$ cat src/rtl/llr_ram_ctrl.sv
// LLR frame buffer controller: loads one frame of LLRs into an external RAM, then serves decoder reads.
// Latency: writes go out in the handshake cycle; read data returns RD_LAT cycles after an accepted rd_req.
// Backpressure: in_ready drops while a frame is held and until in-flight reads drain. Macro LLR_SAT_EN maps the most-negative LLR to most-negative+1.
module llr_ram_ctrl #(
    parameter int ADDR_WIDTH = 8,
    parameter int LLR_WIDTH  = 8,
    parameter int FRAME_LEN  = 256,
    parameter int RD_LAT     = 2
) (
    input  logic                  clk,
    input  logic                  rst_n,
    input  logic                  in_valid,
    input  logic [LLR_WIDTH-1:0]  in_llr,
    output logic                  in_ready,
    input  logic                  rd_req,
    input  logic [ADDR_WIDTH-1:0] rd_addr,
    output logic                  rd_valid,
    output logic [LLR_WIDTH-1:0]  rd_llr,
    output logic                  frame_ready,
    input  logic                  frame_release,
    output logic                  err,
    output logic [LLR_WIDTH-1:0]  ram_data,
    output logic [ADDR_WIDTH-1:0] ram_wraddress,
    output logic                  ram_wren,
    output logic [ADDR_WIDTH-1:0] ram_rdaddress,
    output logic                  ram_rden,
    input  logic [LLR_WIDTH-1:0]  ram_q
);

    typedef enum logic [1:0] {IDLE, LOAD, FULL} state_t;

    localparam logic [ADDR_WIDTH-1:0] LAST_ADDR   = ADDR_WIDTH'(FRAME_LEN - 1);
    localparam logic [ADDR_WIDTH:0]   FRAME_LEN_W = (ADDR_WIDTH + 1)'(FRAME_LEN);

    state_t                state;
    logic [ADDR_WIDTH-1:0] wr_cnt;
    logic [RD_LAT-1:0]     vld_pipe;
    logic                  pipe_empty;
    logic                  wr_fire;
    logic                  rd_ok;

    function automatic logic [LLR_WIDTH-1:0] sat_llr(input logic [LLR_WIDTH-1:0] v);
`ifdef LLR_SAT_EN
        // Symmetric range: the lone most-negative code folds onto its neighbour.
        if (v == {1'b1, {(LLR_WIDTH-1){1'b0}}})
            return {1'b1, {(LLR_WIDTH-2){1'b0}}, 1'b1};
        return v;
`else
        return v;
`endif
    endfunction

    assign pipe_empty = ~|vld_pipe;
    assign in_ready   = !rst_n || ((state != FULL) && pipe_empty);
    assign wr_fire    = rst_n && in_valid && in_ready;
    assign rd_ok      = rst_n && rd_req && (state == FULL) && ({1'b0, rd_addr} < FRAME_LEN_W);

    assign ram_wren      = wr_fire;
    assign ram_wraddress = wr_fire ? wr_cnt : '0;
    assign ram_data      = wr_fire ? sat_llr(in_llr) : '0;
    assign ram_rden      = rd_ok;
    assign ram_rdaddress = rd_ok ? rd_addr : '0;

    assign frame_ready = rst_n && (state == FULL);
    assign rd_valid    = rst_n && vld_pipe[RD_LAT-1];
    assign rd_llr      = rd_valid ? ram_q : '0;

    always_ff @(posedge clk) begin
        if (!rst_n) begin
            state  <= IDLE;
            wr_cnt <= '0;
            err    <= 1'b0;
        end else begin
            if (rd_req && !rd_ok)
                err <= 1'b1;
            case (state)
                IDLE, LOAD: begin
                    if (wr_fire) begin
                        if (wr_cnt == LAST_ADDR) begin
                            state <= FULL;
                        end else begin
                            state  <= LOAD;
                            wr_cnt <= wr_cnt + ADDR_WIDTH'(1);
                        end
                    end
                end
                FULL: begin
                    if (frame_release) begin
                        state  <= IDLE;
                        wr_cnt <= '0;
                    end
                end
                default: state <= IDLE;
            endcase
        end
    end

    // Read-valid shift register mirrors the RAM read latency; release does not flush it.
    always_ff @(posedge clk) begin
        if (!rst_n) begin
            vld_pipe <= '0;
        end else begin
            for (int i = RD_LAT - 1; i > 0; i--)
                vld_pipe[i] <= vld_pipe[i-1];
            vld_pipe[0] <= rd_ok;
        end
    end

endmodule
$ cat config.mk
export PLATFORM = sky130hd
export DESIGN_NAME = llr_ram_ctrl
export DESIGN_NICKNAME = d
export VERILOG_FILES = /design/src/rtl/llr_ram_ctrl.sv
export SDC_FILE = /design/constraint.sdc
export NUM_CORES = 1
export LEC_CHECK = 0
export CORE_UTILIZATION = 33
export DETAILED_ROUTE_END_ITERATION = 10
export HOLD_SLACK_MARGIN = 0.06
export PLACE_DENSITY_LB_ADDON = 0.25
export SETUP_SLACK_MARGIN = 0.05
export SLEW_MARGIN = 20
export SYNTH_ARGS = -nofsm -noshare
export SYNTH_HDL_FRONTEND = slang
export SYNTH_SLANG_ARGS = --single-unit
$ cat constraint.sdc
create_clock -name clk -period 2.2 [get_ports clk]
set_clock_uncertainty 0.15 [all_clocks]
set_input_delay 0.55 -clock clk [delete_from_list [all_inputs] [get_ports clk]]
set_output_delay 0.55 -clock clk [all_outputs]
set_load 0.01 [all_outputs]
==> out/qor.csv <==
stage,metric,value,unit
sta,worst_pin_slew,0.4454,ns
sta,rsz0062_at_grt,yes,
drt,drtPass1Iterations,4,
setup_path,path_delay_family,simple AND/OR/NAND/NOR gates,
place,place_hpwl,2269,µm
synth,seq_area_frac_synth,0.3001,
drt,drtAntennaViolNets,0,
global_route,grt_pass1_vias,1129,
pwr,irDropWorstVdd,0.2727,mV
clock_network,cts_sinks,13,
synth,synth_area_leader_cell,dfxtp_1,
synth,netlist_area,867.1,µm²
synth,synth_flop_cell,dfxtp_1,
floorplan,core-area,0.002477,mm²
synth,ys_ff_latch,13,
sta,post-route-min-period,2.153,ns
drt,finalWirelength,3323,µm
setup_path,slowest_stage,dfxtp_4,
floorplan,die_w,53.26,µm
setup_path,cp.arrival,1.45,ns
clock_network,path_clk_slew,0.08,ns
clock_network,clockRootBuffer,clkbuf_4,
finish,nets,228,
setup_path,max_stage_delay,0.37,ns
finish,diodes,0,
global_route,antenna_found_initial,0,
floorplan,ioPinCount,67,
synth,synth_edf_count,0,
setup_path,required,1.50,ns
sta,max_freq,464.4,MHz
clock_network,cts_tree,done,
synth,synth_top_area_frac,0.3001,
clock_network,cts_buffer_depth,2,
sta,period_share,0.9787,
synth,yosys-top-cells-area,"dfxtp_1 (30%), and3_1 (19%), and2_1 (7.2%)",
sta,hold_slack,0.3385,ns
synth,synth_most_common_cell,and3_1,
setup_path,crit_buf_inv,3,
synth,syn-instance-count,106,
synth,yosys_warnings,0,
finish,drive_gt1_frac,0.4365,
floorplan,die_area,0.002837,mm²
place,port_buffers,66,
place,place_area,0.001670,mm²
status,status,finished clean,
synth,async_flop_share,0,
drt,via_per_inst,5.233,
finish,fillers,200,
global_route,grt_start_max_net_pins,11,
clock_network,cts_made_buffers,3,
place,gp_congestion,0.8519,
floorplan,die_y,53.26,µm
finish,area_growth,105.9,%
setup_path,crit_chain,"nor3b_4, buf_4, buf_6, and3_1, buf_2",
clock_network,holdBufCountCts,0,
global_route,groute.usage.overall,0.2506,
flow_run,cap_violations,0,
pwr,total_power,0.6010,mW
pwr,p_per_area,336.6,mW/mm²
clock_network,insertion_delay,0.29,ns
pwr,p_leak,0.9363,nW
drt,avgRoutedWirePerCell,14.64,µm
sta,slew_headroom,0.7028,
floorplan,start_util,0.3500,
clock_network,h-tree-depth,1,
finish,final_area,0.001785,mm²
setup_path,worstSetupEndpointType,output pin,
synth,postSynthAreaPerCell,8.180,µm²
sta,final_max_slew_viol_count,0,
setup_path,critPathMaxFanout,4,
drt,drc_errors,0,
synth,synth.distinct_cells,33,
synth,synth_commonest_cells,"and3_1 (27), dfxtp_1 (13), and2_1 (10)",
floorplan,rows,18,
sta,setup_violations,0,
hold_path,hp-class,flop to flop,
global_route,grt_overflow_total,0,
sta,finalHoldViolations,0,
setup_path,worstSetupStartpointType,flop,
global_route,grt_pass1_wl,5106,µm
drt,num_vias,1188,
synth,syn_nets,136,
setup_path,path_class,flop to output pin,
drt,drt_iter0_drc,15,
## flip-flops by register name, indices dropped and copies added, names as in the netlist
signal	flops
err	1
state	2
vld_pipe	2
wr_cnt	8
## layout by cell type, fill, tap and decap left out, types with 2 or more instances in the layout
| master | synthesis | routed |
|---|---|---|
| clkdlybuf4s50_1 | 0 | 26 |
| and3_1 | 27 | 22 |
| buf_6 | 1 | 19 |
| buf_4 | 0 | 19 |
| dfxtp_1 | 13 | 9 |
| dlygate4sd2_1 | 0 | 9 |
| clkbuf_2 | 0 | 9 |
| buf_2 | 0 | 8 |
| and2_4 | 0 | 7 |
| nor2_1 | 8 | 7 |
| and3_4 | 0 | 5 |
| a31oi_1 | 5 | 5 |
| nand2_1 | 4 | 4 |
| o21ai_0 | 4 | 4 |
| and2_1 | 10 | 3 |
| a21oi_1 | 3 | 3 |
| clkbuf_4 | 0 | 3 |
| clkdlybuf4s15_1 | 0 | 3 |
| dfxtp_2 | 0 | 3 |
| a21o_1 | 2 | 2 |
| a41oi_1 | 2 | 2 |
## layout make-up
type                       count  area [µm²]  share of cell area
timing repair buffer          93       810.8              0.4541
multi-input combinational     86       639.4              0.3581
sequential                    13       267.8              0.1500
tap                           30       37.54             0.02102
clock buffer                   4       26.28             0.01472
inverter                       1       3.754            0.002102
## repair_timing
| item | in CTS | in global routing |
|---|---|---|
| resized for setup | 123 | 44 |
| endpoints found under the setup margin | 37 | 28 |
| setup buffers | 5 | 1 |
| pin swaps | 5 | 8 |
| cloned | 4 | 0 |
## where the power goes
group / switching [mW] / total, mW / internal, mW
clock: 0.0886 / 0.159 / 0.0706
combinational: 0.0638 / 0.168 / 0.104
sequential: 0.0232 / 0.274 / 0.250
total: 0.176 / 0.601 / 0.425
## per-stage QoR
step	cells	setup slack [ns]	util	TNS (ns)
floorplan	106	0.1402	-	0
global placement	214	-0.6401	0.6742	-20.26
detailed placement	214	-0.6638	0.6742	-21.81
CTS	227	0.02013	0.7025	0
global route	227	-0.04552	0.7207	-0.1593
finish	227	0.04686	0.7207	0
## worst reg2reg max path, delay by kind of cell, from the launching register on
family | cells | cell delay [ns]
AO/OA/AOI/OAI | 1 | 0.27
adder cells (fa/ha/maj) | 1 | 0.26
buffers and inverters | 2 | 0.28
flip-flops | 1 | 0.40
multiplexers | 1 | 0.25
AND/OR/NAND/NOR | 1 | 0.18
## layer usage
layer | part of all wire | routed length (µm) | track usage | up-vias
li1 | - | - | - | 580
met1 | 0.43 | 1444 | 0.2935 | 562
met2 | 0.51 | 1707 | 0.4375 | 42
met3 | 0.046 | 152 | 0.06609 | 4
met4 | 0.0054 | 18 | 0.07456 | 0
met5 | 0 | 0 | 0 | -
## worst paths after layout
kind,depth (start not counted),slack (ns),startpoint,end
setup reg to reg,6,0.30,wr_cnt[0]$_SDFFE_PN0P_,wr_cnt[0]$_SDFFE_PN0P_
hold / removal,2,0.34,err$_SDFFE_PN0P_,err$_SDFFE_PN0P_
setup / recovery,5,0.05,vld_pipe[1]$_SDFF_PN0_,ram_data[3]
hold reg to reg,2,0.34,err$_SDFFE_PN0P_,err$_SDFFE_PN0P_
## kinds of logic (layout without fill, tap and decap cells)
group	Yosys count	in the layout	synth area share
compound gates	25	25	0.2222
mux	1	1	0.01731
simple gates	59	59	0.4069
fa+ha+maj	1	1	0.01443
buf+inv	7	98	0.03896
flops	13	13	0.3001
No activity file was read; power rests on OpenSTA's default activity.
